$ cat config.mk
export PLATFORM = sky130hd
export DESIGN_NAME = sram1rw_arbiter
export DESIGN_NICKNAME = d
export VERILOG_FILES = /design/src/rtl/sram_arb_pkg.sv /design/src/rtl/rr_arb2.sv /design/src/rtl/sram1rw_arbiter.sv
export SDC_FILE = /design/constraint.sdc
export NUM_CORES = 1
export LEC_CHECK = 0
export CAP_MARGIN = 20
export CORE_ASPECT_RATIO = 0.9
export CORE_MARGIN = 3
export CORE_UTILIZATION = 45
export CTS_BUF_LIST = sky130_fd_sc_hd__clkbuf_16
export DETAILED_ROUTE_END_ITERATION = 7
export PLACE_DENSITY = 0.85
export SYNTH_ARGS = -nofsm -noshare
export SYNTH_HDL_FRONTEND = slang
export SYNTH_HIERARCHICAL = 1
export SYNTH_SLANG_ARGS = --single-unit
$ cat constraint.sdc
create_clock -name clk -period 6.2 [get_ports clk]
set_input_delay 1.24 -clock clk [delete_from_list [all_inputs] [get_ports clk]]
set_output_delay 1.24 -clock clk [all_outputs]
set_load 0.05 [all_outputs]
$ cat src/rtl/sram_arb_pkg.sv
// Shared types and default geometry for the single-port SRAM sequencer/arbiter.
package sram_arb_pkg;

  localparam int NPORT      = 2;
  localparam int ARB_ADDR_W = 12;
  localparam int ARB_DATA_W = 16;
  localparam int ARB_DEPTH  = 4096;

  typedef enum logic {
    ST_INIT = 1'b0,
    ST_RUN  = 1'b1
  } state_e;

endpackage

$ cat src/rtl/rr_arb2.sv
// Two-way round-robin grant: a lone eligible port wins, a tie goes to the port named by rr_i.
module rr_arb2 (
  input  logic [1:0] elig_i,
  input  logic       rr_i,
  input  logic       en_i,
  output logic [1:0] grant_o
);

  assign grant_o[0] = en_i & elig_i[0] & (~elig_i[1] | ~rr_i);
  assign grant_o[1] = en_i & elig_i[1] & (~elig_i[0] |  rr_i);

endmodule

$ cat src/rtl/sram1rw_arbiter.sv
// Init sweep plus two-port round-robin sharing of one single-port SRAM macro,
// with posted writes and per-port read response channels.
import sram_arb_pkg::*;

module sram1rw_arbiter #(
  parameter int                 ADDR_W   = ARB_ADDR_W,
  parameter int                 DATA_W   = ARB_DATA_W,
  parameter int                 DEPTH    = ARB_DEPTH,
  parameter int                 INIT_EN  = 1,
  parameter logic [DATA_W-1:0]  INIT_VAL = '0
) (
  input  logic                    clk,
  input  logic                    rst_n,
  input  logic [NPORT-1:0]        req_valid,
  output logic [NPORT-1:0]        req_ready,
  input  logic [NPORT-1:0]        req_we,
  input  logic [NPORT*ADDR_W-1:0] req_addr,
  input  logic [NPORT*DATA_W-1:0] req_wdata,
  output logic [NPORT-1:0]        rsp_valid,
  input  logic [NPORT-1:0]        rsp_ready,
  output logic [NPORT*DATA_W-1:0] rsp_rdata,
  output logic                    init_done,
  output logic                    sram_csb,
  output logic                    sram_web,
  output logic                    sram_oeb,
  output logic [ADDR_W-1:0]       sram_a,
  output logic [DATA_W-1:0]       sram_i,
  input  logic [DATA_W-1:0]       sram_o
);

  // Handshakes: a request transfers in a cycle where req_valid and req_ready are
  // both high; a response transfers in a cycle where rsp_valid and rsp_ready are
  // both high. req_ready is a same-cycle combinational grant.

  localparam logic [ADDR_W-1:0] LAST_ADDR = ADDR_W'(DEPTH - 1);

  state_e                  state_q, state_d;
  logic [ADDR_W-1:0]       icnt_q, icnt_d;
  logic                    rr_q, rr_d;
  logic [NPORT-1:0]        inflight_q, inflight_d;
  logic [NPORT-1:0]        rsp_valid_q, rsp_valid_d;
  logic [NPORT*DATA_W-1:0] rdata_q, rdata_d;
  logic [ADDR_W-1:0]       a_q;
  logic [DATA_W-1:0]       i_q;

  logic                    in_init, in_run;
  logic [NPORT-1:0]        elig, grant;
  logic                    win, any_grant;
  logic [ADDR_W-1:0]       win_addr;
  logic [DATA_W-1:0]       win_wdata;
  logic                    win_we;

  // State register
  always_ff @(posedge clk or negedge rst_n) begin
    if (!rst_n) begin
      state_q <= (INIT_EN != 0) ? ST_INIT : ST_RUN;
      icnt_q  <= '0;
    end else begin
      state_q <= state_d;
      icnt_q  <= icnt_d;
    end
  end

  // Next state
  always_comb begin
    state_d = state_q;
    icnt_d  = icnt_q;
    if (state_q == ST_INIT) begin
      icnt_d = icnt_q + 1'b1;
      if (icnt_q == LAST_ADDR) begin
        state_d = ST_RUN;
      end
    end
  end

  // Outputs are gated by rst_n so the macro is released the instant reset asserts.
  assign in_init   = rst_n & (state_q == ST_INIT);
  assign in_run    = rst_n & (state_q == ST_RUN);
  assign init_done = in_run;

  always_comb begin
    for (int p = 0; p < NPORT; p++) begin
      elig[p] = req_valid[p] & (req_we[p] | ~(rsp_valid_q[p] | inflight_q[p]));
    end
  end

  rr_arb2 u_rr_arb2 (
    .elig_i  (elig),
    .rr_i    (rr_q),
    .en_i    (in_run),
    .grant_o (grant)
  );

  assign any_grant = |grant;
  assign win       = grant[1];
  assign win_addr  = win ? req_addr[ADDR_W +: ADDR_W]  : req_addr[0 +: ADDR_W];
  assign win_wdata = win ? req_wdata[DATA_W +: DATA_W] : req_wdata[0 +: DATA_W];
  assign win_we    = win ? req_we[1] : req_we[0];
  assign req_ready = grant;

  // Macro drive; address and data hold their last value on idle cycles.
  always_comb begin
    sram_csb = 1'b1;
    sram_web = 1'b1;
    sram_oeb = 1'b1;
    sram_a   = a_q;
    sram_i   = i_q;
    if (in_init) begin
      sram_csb = 1'b0;
      sram_web = 1'b0;
      sram_a   = icnt_q;
      sram_i   = INIT_VAL;
    end else if (any_grant) begin
      sram_csb = 1'b0;
      sram_a   = win_addr;
      if (win_we) begin
        sram_web = 1'b0;
        sram_i   = win_wdata;
      end else begin
        sram_oeb = 1'b0;
      end
    end
  end

  // Read pipeline and response channels
  always_comb begin
    rr_d        = any_grant ? ~win : rr_q;
    rsp_valid_d = rsp_valid_q;
    rdata_d     = rdata_q;
    for (int p = 0; p < NPORT; p++) begin
      inflight_d[p] = grant[p] & ~req_we[p];
      if (inflight_q[p]) begin
        rsp_valid_d[p]              = 1'b1;
        rdata_d[p*DATA_W +: DATA_W] = sram_o;
      end else if (rsp_valid_q[p] && rsp_ready[p]) begin
        rsp_valid_d[p] = 1'b0;
      end
    end
  end

  always_ff @(posedge clk or negedge rst_n) begin
    if (!rst_n) begin
      rr_q        <= 1'b0;
      inflight_q  <= '0;
      rsp_valid_q <= '0;
      rdata_q     <= '0;
      a_q         <= '0;
      i_q         <= '0;
    end else begin
      rr_q        <= rr_d;
      inflight_q  <= inflight_d;
      rsp_valid_q <= rsp_valid_d;
      rdata_q     <= rdata_d;
      a_q         <= sram_a;
      i_q         <= sram_i;
    end
  end

  assign rsp_valid = rsp_valid_q;
  assign rsp_rdata = rdata_q;

endmodule

* After elaboration in Yosys (flattened, before gate mapping)
Cells that the tools add are included.
** Cells by class
- $add $sub $neg :: 1
- Multipliers :: 0
- Div/mod/pow operators :: 0
- Order comparisons :: 0
- Eq/ne operators :: 1
- Shift-type cells :: 0
- Mux-type cells :: 22
- Bitwise gates (word level) :: 25
- Reductions and logical operators :: 5
** Operators with widths (count)
- $mux 16 :: 4
- $mux 12 :: 3
- $mux 1 :: 15
- $add 12x1->12 const B :: 1
- $eq 12x12->1 const B :: 1
- $and 1x1->1 :: 10
- $not 1->1 :: 9
- $or 1x1->1 :: 6
- $reduce_bool 2->1 :: 2
- $logic_and 1x1->1 :: 2
- $reduce_or 2->1 :: 1
** Word-level totals
- Register bits after elaboration :: 78
- Bits in latches :: 0
- RAM bits :: 0
- ROM bits :: 0
- Input bits :: 80
- Output and inout bits :: 68
- Word-level logic and storage cells :: 64
- Memories kept :: 0

* Longest topological paths before layout
Gate-level depths: netlist of run 1.
- Word-level depth :: 11
- Gate-level depth with buffers :: 10
- Mapped depth without buffers :: 7

* Cells and area by module
The synthesis of run 1 kept the hierarchy.
** By module, submodules not included
- sram1rw_arbiter :: times used 1, cells an instance 298, area each 3698.5 um^2, seq. area each 1951.9 um^2
- rr_arb2 :: times used 1, cells an instance 5, area each 21.3 um^2, seq. area each 0.0 um^2

* Worst setup path after synthesis of run 1
OpenSTA, ideal clock, no wires.
- Path kind :: in2out
- From :: input rst_n
- To :: output sram_i[5]
- Arrival :: 4564 ps
- Required time :: 4960 ps
- Slack :: 396 ps
- Cell stages on the path :: 7
- Buffers on the path :: 1
- Cells stage by stage :: and2_1 > nand2_1 > a21oi_1 > clkbuf_2 > and3_1 > a211oi_2 > a211oi_1
** Between the ends
- Elaborated cells between the ends (all ways) :: 12
- Those cells by class :: 5 x mux; 6 x bitwise; 1 x reduce/logical
** RTL lines
- start, declared :: line sram1rw_arbiter.sv:13 : input logic rst_n,
- $and 1x1->1 :: line sram1rw_arbiter.sv:78 : assign in_run = rst_n & (state_q == ST_RUN);
- $and 1x1->1 (2 in series) :: line rr_arb2.sv:9 : assign grant_o[0] = en_i & elig_i[0] & (~elig_i[1] | ~rr_i);
- via req_ready[0] :: line sram1rw_arbiter.sv:15 : output logic [NPORT-1:0] req_ready,
- $reduce_or 2->1 :: line sram1rw_arbiter.sv:94 : assign any_grant = |grant;
- $mux 16 :: line sram1rw_arbiter.sv:113 : end else if (any_grant) begin
- $mux 16 :: line sram1rw_arbiter.sv:108 : if (in_init) begin
- end, declared :: line sram1rw_arbiter.sv:27 : output logic [DATA_W-1:0] sram_i,
The timed path passes the listed nets, and every way through them passes these cells.

* Final worst setup path of run 1
- From :: input req_we[0]
- To :: output sram_i[5]
** Between the ends
- Longest elaborated chain between the ends :: 9
- Elaborated cells between the ends (all ways) :: 13
- Those cells by class :: 5 x mux; 7 x bitwise; 1 x reduce/logical
** Ends and longest elaborated chain
- start, declared :: line sram1rw_arbiter.sv:16 : input logic [NPORT-1:0] req_we,
- $or 1x1->1 * :: line sram1rw_arbiter.sv:83 : elig[p] = req_valid[p] & (req_we[p] | ~(rsp_valid_q[p] | inflight_q[p]));
- $and 1x1->1 * :: line sram1rw_arbiter.sv:83
- via elig[0] :: line sram1rw_arbiter.sv:47 : logic [NPORT-1:0] elig, grant;
- $not 1->1 :: line rr_arb2.sv:10 : assign grant_o[1] = en_i & elig_i[1] & (~elig_i[0] | rr_i);
- $or 1x1->1 :: line rr_arb2.sv:10
- $and 1x1->1 :: line rr_arb2.sv:10
- $mux 16 / $mux 1 (equally long branches) :: line sram1rw_arbiter.sv:97, sram1rw_arbiter.sv:98
- $mux 16 :: line sram1rw_arbiter.sv:116 : if (win_we) begin
- $mux 16 * :: line sram1rw_arbiter.sv:113
- $mux 16 * :: line sram1rw_arbiter.sv:108
The timed path passes the listed nets; every way through them passes the cells marked *.

==> impl_metrics.env, run 1 <==
export IMPL_wl_per_cell_um=17.9
export IMPL_portBuffers=147
export IMPL_fin_crit_sh=0.857
export IMPL_start_kind="primary input"
export IMPL_post_route_drc_count=0
export IMPL_clk_path_buf_depth=2
export IMPL_cts_setup_buffers=0
export IMPL_leakage_nw=2.52
export IMPL_synth_nets=384
export IMPL_core_area_um2=7770
export IMPL_final_setup_tns_ns=0
export IMPL_worst_pin_slew_ns=0.920
export IMPL_synth_area_um2=3720
export IMPL_fin_util=0.712
export IMPL_hold_start="icnt_q[10]$_DFFE_PN0N_"
export IMPL_ant_nets=0
export IMPL_n_antenna_cell=0
export IMPL_numClockSinks=78
export IMPL_antenna_found_initial=0
export IMPL_rsz0062_at_grt="false"
export IMPL_slew_violations=0
export IMPL_final_hold_violation_count=0
export IMPL_finClkSkew_ns=0.00584
export IMPL_multi_input_comb_area_um2=1650
export IMPL_grtUsageTotal=0.213
export IMPL_rrSetupSlack_ns=3.65
export IMPL_avgSynthCellArea_um2=12.3
export IMPL_vias=2968
export IMPL_dr_first_iter_drc_count=110
export IMPL_tritoncts="built"
export IMPL_grt_max_degree=56
export IMPL_reg2reg_from="inflight_q[1]$_DFF_PN0_"
export IMPL_whs_path_depth=1
export IMPL_clockRootBuffer="clkbuf_16"
export IMPL_async_flop_share=1.00
export IMPL_p_int_mw=0.886
export IMPL_yosys_cell_types_count=36
export IMPL_htree_levels=3
export IMPL_max_freq_mhz=188
export IMPL_gr_total_overflow=0
export IMPL_end_kind="output port"
export IMPL_power_mw=1.14
export IMPL_die_y_um=92.3
export IMPL_synth_edf_count=0
export IMPL_clkPwrFrac=0.461
export IMPL_post_cts_resized=0
export IMPL_yosysTopAreaCellShare=0.525
export IMPL_p_sw_frac=0.223
export IMPL_crit_required_ns=4.96
export IMPL_switchingPower_mw=0.255
export IMPL_clk_latency_ns=0.32
export IMPL_ff_latch_area_um2=1950
export IMPL_layout_drive_gt1_share=0.211
export IMPL_yosys_register_bits=78
export IMPL_timing_rr_end="i_q[12]$_DFF_PN0_"
export IMPL_ys_warn_count=6
export IMPL_power_density_nw_per_um2=206
export IMPL_post_route_min_period_ns=5.31
export IMPL_rows=30
export IMPL_synthTopCellsByArea="dfrtp_1, mux2_2, mux2i_1, a211oi_1, and3_1"
export IMPL_pwr_share_seq=0.449
export IMPL_finalSetupViolCount=0
export IMPL_numCtsBuffers=9
export IMPL_cp_max_fo=25
export IMPL_start_util=0.479
export IMPL_status="finished clean"
export IMPL_hold_path_end="icnt_q[10]$_DFFE_PN0N_"
export IMPL_final_cell_mix="clkdlybuf4s50_1, dfrtp_1, mux2_2"
export IMPL_placed_area_um2=5230
export IMPL_arrival_ns=4.07
export IMPL_yosysSeqAreaShare=0.525
export IMPL_grt_pass1_vias=3086
export IMPL_comb_power_share=0.090
export IMPL_cap_violations=0
export IMPL_num_nets_final=527
export IMPL_dp_cells=531
export IMPL_synth_area_leader_cell="dfrtp_1"
export IMPL_grt_first_pass_wirelength_mm=15.7
export IMPL_cts_reportedPaths_clkPinSlew_ns=0.06
export IMPL_dpl_hpwl_mm=7.18
export IMPL_final_common_cell="clkdlybuf4s50_1"
export IMPL_setup_worst_path_start="req_we[0]"
export IMPL_fp_dieW_um=102
export IMPL_dieArea_um2=9390
export IMPL_layout_cells_non_filler=547
export IMPL_synth_flop_cell="dfrtp_1"
export IMPL_pin_count=148
export IMPL_stdcell_area_um2=5540
export IMPL_vdd_drop_max_uv=175
export IMPL_rr_worst_depth=8
export IMPL_drt_wl_total_mm=9.82
export IMPL_synthToLayoutAreaGrowth_pct=48.8
export IMPL_place_gp_congestion=0.840
export IMPL_firstDrtPassIters=4
export IMPL_critPathKind="in2out"
export IMPL_vias_per_cell=5.43
export IMPL_num_fill_cells=570
export IMPL_hold_path_class="reg2reg"
export IMPL_relSlewSlack=0.385
export IMPL_syn_inst=303
export IMPL_cts_hold_buffers=0
-- worst max-delay path by stage --
stage                endpoint  slack [ns]  depth (start not counted)
finish              sram_i[5]        0.89                         10
global route        sram_i[5]        0.69                         10
CTS                 sram_i[5]        0.89                         10
detailed placement  sram_i[5]        0.90                         10
global placement    sram_i[5]        0.98                         10
floorplan           sram_i[5]        0.40                          7
-- cell usage after synthesis, types with 2 or more instances --
library cell	number
xor2_1	6
nor2b_1	4
o21ai_0	10
dfrtp_1	78
a211oi_1	31
buf_6	3
inv_1	3
buf_4	2
buf_2	13
a21o_1	2
o21a_1	2
and3_1	16
nor2_1	9
o21ai_1	2
mux2_2	45
nor3_1	3
nand4_1	2
mux2i_1	28
a21oi_1	3
clkbuf_1	4
xnor2_1	5
nand2_1	18
-- critical path, stage by stage --
cell             delay, ns
clkdlybuf4s50_1       0.45
buf_4                 0.21
o21a_1                0.21
nand2_1               0.08
a21oi_2               0.12
buf_4                 0.30
and3_1                0.22
a211oi_2              0.05
a211oi_1              0.30
clkdlybuf4s50_1       0.88
-- cell type report --
cell class | count | area share
clock buffer | 9 | 0.0407
inverter | 3 | 0.00203
sequential | 78 | 0.353
clock inverter | 7 | 0.0145
tap | 96 | 0.0217
timing repair buffer | 155 | 0.271
multi-input combinational | 199 | 0.297
-- power groups by stage --
stage | clock network [mW] | logic [mW] | registers [mW]
floorplan | 0 | 0.0314 | 0.521
finish | 0.526 | 0.103 | 0.512
detailed placement | 0 | 0.103 | 0.521
CTS | 0.541 | 0.104 | 0.512
global placement | 0 | 0.102 | 0.521
global route | 0.562 | 0.110 | 0.512
-- cells by family (layout without fill, tap and decap cells) --
family / Yosys count / in the layout / synth area share
xor+xnor: 11 / 11 / 0.0259
fa+ha+maj: 1 / 1 / 0.00336
simple gates: 61 / 61 / 0.0965
flops: 78 / 78 / 0.525
mux: 73 / 73 / 0.212
buf+inv: 26 / 174 / 0.0390
compound gates: 53 / 53 / 0.0989
-- metrics by stage --
stage	setup slack, ns	hold WS (ns)
6_report	0.889	0.501
5_1_grt	0.685	0.529
4_1_cts	0.892	0.499
3_5_place_dp	0.897	0.489
3_3_place_gp	0.980	0.482
2_1_floorplan	0.396	0.463
-- layer usage --
layer	GRT usage	up-vias	routed length, µm
met1	0.279	1464	4280
met5	0	-	0
met2	0.353	107	4860
met4	0.0437	0	106
met3	0.0570	10	568
li1	-	1387	-
-- sequential cells by signal (all words and copies together) (netlist names) --
name / cells
rr_q: 1
rsp_valid: 2
rsp_rdata: 32
inflight_q: 2
icnt_q: 12
i_q: 16
a_q: 12
state_q: 1
Note: power is estimated with default switching activity, not from simulation.
==> run 2: changes to the inputs <==
--- a/config.mk
+++ b/config.mk
@@ -9,7 +9,7 @@
 export CORE_ASPECT_RATIO = 0.9
 export CORE_MARGIN = 3
 export CORE_UTILIZATION = 45
-export CTS_BUF_LIST = sky130_fd_sc_hd__clkbuf_16
+export CTS_BUF_LIST = sky130_fd_sc_hd__clkbuf_4
 export DETAILED_ROUTE_END_ITERATION = 7
 export PLACE_DENSITY = 0.85
 export SYNTH_ARGS = -nofsm -noshare
==> run 2 against run 1 <==
  * Combinational power about the same
  * Die area unchanged
  * Critical endpoint unchanged
  * Critical path type unchanged
  * Fmax grew 0.19%
  * Critical path depth unchanged
  * Largest cell class unchanged
  * Power decreased by 18%
  * Clock skew up 0.0075 ns
  * Hold slack improved by 0.011 ns
==> impl_metrics.env, run 2 (same netlist as run 1, synthesis figures left out) <==
export IMPL_ff_latch_area_um2=1950
export IMPL_numClockSinks=78
export IMPL_ant_nets=0
export IMPL_final_cell_mix="clkdlybuf4s50_1, dfrtp_1, mux2_2"
export IMPL_grt_first_pass_wirelength_mm=15.6
export IMPL_dr_first_iter_drc_count=95
export IMPL_leakage_nw=2.45
export IMPL_stdcell_area_um2=5380
export IMPL_synthToLayoutAreaGrowth_pct=44.6
export IMPL_finalSetupViolCount=0
export IMPL_die_y_um=92.3
export IMPL_finClkSkew_ns=0.0133
export IMPL_grt_pass1_vias=3090
export IMPL_layout_drive_gt1_share=0.211
export IMPL_vias_per_cell=5.41
export IMPL_clockRootBuffer="clkbuf_4"
export IMPL_start_util=0.479
export IMPL_place_gp_congestion=0.840
export IMPL_cts_hold_buffers=0
export IMPL_arrival_ns=4.06
export IMPL_wl_per_cell_um=17.8
export IMPL_htree_levels=3
export IMPL_slew_violations=0
export IMPL_whs_path_depth=1
export IMPL_num_fill_cells=585
export IMPL_rsz0062_at_grt="false"
export IMPL_core_area_um2=7770
export IMPL_post_route_drc_count=0
export IMPL_drt_wl_total_mm=9.71
export IMPL_reg2reg_from="inflight_q[1]$_DFF_PN0_"
export IMPL_final_common_cell="clkdlybuf4s50_1"
export IMPL_rows=30
export IMPL_firstDrtPassIters=4
export IMPL_status="finished clean"
export IMPL_fin_crit_sh=0.855
export IMPL_hold_ws_ns=0.512
export IMPL_dieArea_um2=9390
export IMPL_grtUsageTotal=0.211
export IMPL_timing_rr_end="i_q[12]$_DFF_PN0_"
export IMPL_cp_max_fo=25
export IMPL_multi_input_comb_area_um2=1650
export IMPL_tritoncts="built"
export IMPL_critPathKind="in2out"
export IMPL_worst_pin_slew_ns=0.930
export IMPL_crit_required_ns=4.96
export IMPL_portBuffers=147
export IMPL_n_antenna_cell=0
export IMPL_gr_total_overflow=0
export IMPL_max_freq_mhz=189
export IMPL_post_cts_resized=0
export IMPL_placed_area_um2=5230
export IMPL_cts_setup_buffers=0
export IMPL_cap_violations=0
export IMPL_clk_path_buf_depth=2
export IMPL_post_route_min_period_ns=5.30
export IMPL_final_hold_violation_count=0
export IMPL_end_kind="output port"
export IMPL_final_setup_tns_ns=0
export IMPL_rrSetupSlack_ns=3.66
export IMPL_pin_count=148
export IMPL_power_density_nw_per_um2=173
export IMPL_vdd_drop_max_uv=126
export IMPL_antenna_found_initial=0
export IMPL_vias=2961
export IMPL_fp_dieW_um=102
export IMPL_hold_start="icnt_q[10]$_DFFE_PN0N_"
export IMPL_dpl_hpwl_mm=7.18
export IMPL_relSlewSlack=0.379
export IMPL_numCtsBuffers=9
export IMPL_num_nets_final=527
export IMPL_start_kind="primary input"
export IMPL_grt_max_degree=56
export IMPL_clk_latency_ns=0.42
export IMPL_hold_path_class="reg2reg"
export IMPL_hold_path_end="icnt_q[10]$_DFFE_PN0N_"
export IMPL_largest_reg_flops=32
export IMPL_cts_reportedPaths_clkPinSlew_ns=0.12
export IMPL_rr_worst_depth=8
==> run 2: changes by cell type in the layout (fill, tap and decap cells not counted) <==
cell	before	now
clkbuf_4	0	9
clkbuf_16	9	0
==> run 2: stage by stage <==
stage | worst slack [ns] | total power, mW | std cells | util
after floorplan | 0.396 | 0.553 | 303 | -
final | 0.899 | 0.933 | 547 | 0.692
after global routing | 0.688 | 0.975 | 547 | 0.692
after CTS | 0.894 | 0.946 | 547 | 0.692
after global placement | 0.980 | 0.623 | 531 | 0.673
after detailed placement | 0.897 | 0.625 | 531 | 0.673
==> run 2: report_power, final <==
group          internal [mW]  switching (mW)
sequential             0.511        0.000554
combinational         0.0578          0.0448
clock                  0.128           0.190
==> run 2: critical path, stage by stage <==
cell and delay [ns]:
clkdlybuf4s50_1 0.45, buf_4 0.22, o21a_1 0.21, nand2_1 0.08, a21oi_2 0.12, buf_4 0.30
and3_1 0.22, a211oi_2 0.05, a211oi_1 0.30, clkdlybuf4s50_1 0.88
==> run 2: worst max path at each step <==
stage / startpoint / endpoint / slack, ns / cells past startpoint
after detailed placement: req_we[0] / sram_i[5] / 0.90 / 10
after floorplan: rst_n / sram_i[5] / 0.40 / 7
after CTS: req_we[0] / sram_i[5] / 0.89 / 10
after global routing: req_we[0] / sram_i[5] / 0.69 / 10
after global placement: req_we[0] / sram_i[5] / 0.98 / 10
final: req_we[0] / sram_i[5] / 0.90 / 10
==> run 2: layout make-up <==
class / instances / share of cell area
Clock buffer: 9 / 0.0126
Clock inverter: 7 / 0.0149
Inverter: 3 / 0.00209
Multi-Input combinational cell: 199 / 0.306
Sequential cell: 78 / 0.363
Tap cell: 96 / 0.0223
Timing Repair Buffer: 155 / 0.279
==> run 2: metal layers <==
metal  track usage  wire length (µm)  up-vias  part of all wire
li1              -                 -     1392                 -
met1         0.279              4250     1441              0.44
met2         0.346              4730      113              0.49
met3        0.0532               608       15             0.063
met4        0.0568               128        0             0.013
met5             0                 0        -                 0
==> run 3: changes to the inputs <==
--- a/config.mk
+++ b/config.mk
@@ -8,10 +8,12 @@
 export CAP_MARGIN = 20
 export CORE_ASPECT_RATIO = 0.9
 export CORE_MARGIN = 3
-export CORE_UTILIZATION = 45
+export CORE_UTILIZATION = 60
 export CTS_BUF_LIST = sky130_fd_sc_hd__clkbuf_4
 export DETAILED_ROUTE_END_ITERATION = 7
-export PLACE_DENSITY = 0.85
+export DONT_BUFFER_PORTS = 1
+export PLACE_DENSITY = 0.78
+export SKIP_LAST_GASP = 1
 export SYNTH_ARGS = -nofsm -noshare
 export SYNTH_HDL_FRONTEND = slang
 export SYNTH_HIERARCHICAL = 1
==> run 3 against run 2 <==
  * Combinational power fell by 67%
  * Largest power group unchanged
  * Critical endpoint is now sram_i[1]
  * Clock-buffer cell count did not move
  * Sequential power barely moved
==> impl_metrics.env, run 3 (same netlist as run 1, synthesis figures left out) <==
export IMPL_rsz0062_at_grt="false"
export IMPL_n_antenna_cell=0
export IMPL_crit_required_ns=4.96
export IMPL_drt_wl_total_mm=7.95
export IMPL_numClockSinks=78
export IMPL_max_freq_mhz=191
export IMPL_antenna_found_initial=0
export IMPL_post_route_min_period_ns=5.22
export IMPL_grt_first_pass_wirelength_mm=12.1
export IMPL_fp_dieW_um=89.0
export IMPL_fin_crit_sh=0.843
export IMPL_tritoncts="built"
export IMPL_gr_total_overflow=0
export IMPL_grtUsageTotal=0.223
export IMPL_finClkSkew_ns=0.0115
export IMPL_arrival_ns=3.98
export IMPL_vdd_drop_max_uv=157
export IMPL_hold_ws_ns=0.474
export IMPL_clk_latency_ns=0.43
export IMPL_die_y_um=80.7
export IMPL_cts_setup_buffers=0
export IMPL_clk_path_buf_depth=2
export IMPL_dr_first_iter_drc_count=189
export IMPL_largest_reg_flops=32
export IMPL_power_mw=0.822
export IMPL_post_route_drc_count=0
export IMPL_layout_drive_gt1_share=0.307
export IMPL_slowest_stage="a21oi_4"
export IMPL_cp_cell_sequence="and2_1 > nand2_1 > a21oi_4 > nand2_1 > a211oi_1 > a211oi_2"
export IMPL_crit_family="compound AO/OA/AOI/OAI gates"
export IMPL_firstDrtPassIters=4
export IMPL_portBuffers=0
export IMPL_grt_max_degree=81
export IMPL_cap_violations=0
export IMPL_post_cts_resized=0
export IMPL_end_kind="output port"
export IMPL_vias=2401
export IMPL_status="finished clean"
export IMPL_start_util=0.639
export IMPL_leakage_nw=1.89
export IMPL_slew_violations=0
export IMPL_core_area_um2=5820
export IMPL_htree_levels=3
export IMPL_place_gp_congestion=0.814
export IMPL_cts_hold_buffers=0
export IMPL_ant_nets=0
export IMPL_hold_path_class="in2async"
export IMPL_num_nets_final=379
export IMPL_vias_per_cell=6.44
export IMPL_cts_reportedPaths_clkPinSlew_ns=0.13
export IMPL_placed_area_um2=3840
export IMPL_power_density_nw_per_um2=206
export IMPL_grt_pass1_vias=2450
export IMPL_critPathBufInv=0
export IMPL_synthToLayoutAreaGrowth_pct=7.37
export IMPL_finalSetupViolCount=0
export IMPL_final_setup_tns_ns=0
export IMPL_rows=26
export IMPL_start_kind="primary input"
export IMPL_critPathKind="in2out"
export IMPL_numCtsBuffers=9
export IMPL_wl_per_cell_um=21.3
export IMPL_relSlewSlack=0.308
export IMPL_final_common_cell="dfrtp_1"
export IMPL_final_cell_mix="dfrtp_1, mux2_2, mux2i_1"
export IMPL_worst_pin_slew_ns=1.03
export IMPL_cpPeakStageDelay_ns=0.72
export IMPL_path_common_cell="nand2_1"
export IMPL_clockRootBuffer="clkbuf_4"
export IMPL_cp_max_fo=80
export IMPL_stdcell_area_um2=3990
export IMPL_num_fill_cells=433
export IMPL_final_hold_violation_count=0
export IMPL_dieArea_um2=7180
export IMPL_dpl_hpwl_mm=5.47
export IMPL_pin_count=148
[run 3: cell count changes in the layout (fill, tap and decap cells not counted), moves of 2 or more]
cell,before,now
clkdlybuf4s50_1,130,0
buf_4,24,5
a211oi_1,31,15
a211oi_2,1,17
o21ai_0,10,0
o21ai_1,2,12
inv_6,4,1
clkinv_4,0,2
[run 3: area by class of cell]
type | instances | area [µm²] | area share
well taps | 70 | 87.6 | 0.0219
repair buffers | 7 | 85.1 | 0.0213
clock inverters | 7 | 57.6 | 0.0144
clock buffers | 9 | 67.6 | 0.0169
multi-input cells | 199 | 1730 | 0.434
inverters | 3 | 11.3 | 0.00282
flip-flops and latches | 78 | 1950 | 0.489
[run 3: metal layers]
layer,global-route usage,vias to the layer above,wire [µm]
met3,0.0872,22,760
met4,0.0878,0,210
met5,0,-,0
li1,-,1084,-
met1,0.274,1193,3110
met2,0.353,102,3880
[run 3: path summary, 6_finish.rpt]
kind                                              from                   endpoint  slack [ns]  depth (start not counted)
worst max-delay path                             rst_n                  sram_i[1]        0.98                          6
worst min-delay path                             rst_n  rsp_rdata[26]$_DFFE_PN0P_        0.47                          0
worst max register to register       state_q$_DFF_PN0_          i_q[12]$_DFF_PN0_        2.55                          6
worst min register to register  icnt_q[10]$_DFFE_PN0N_     icnt_q[10]$_DFFE_PN0N_        0.52                          1
max in group asynchronous                        rst_n          a_q[11]$_DFF_PN0_        5.61                          0
min in group clk                icnt_q[10]$_DFFE_PN0N_     icnt_q[10]$_DFFE_PN0N_        0.52                          1
[run 3: per-stage QoR]
stage	instances	util	setup slack, ns
finish	373	0.686	0.976
global route	373	0.686	0.770
CTS	372	0.681	1.00
detailed placement	356	0.660	1.02
global placement	356	0.660	1.12
floorplan	303	-	0.396
[run 3: worst register-to-register path, stage by stage, from the launching register on]
cell	delay, ns
dfrtp_1	0.64
and2_1	0.57
nand2_1	0.18
a21oi_4	0.72
nand2_1	0.65
a211oi_1	0.45
a211oi_2	0.21
[run 3: report_power, final]
| group | internal (mW) | switching (mW) | leakage [nW] |
|---|---|---|---|
| Combinational | 0.0114 | 0.0230 | 0.757 |
| Clock | 0.0867 | 0.189 | 0.0644 |
| Sequential | 0.511 | 0.000596 | 1.06 |
| Total | 0.609 | 0.213 | 1.89 |
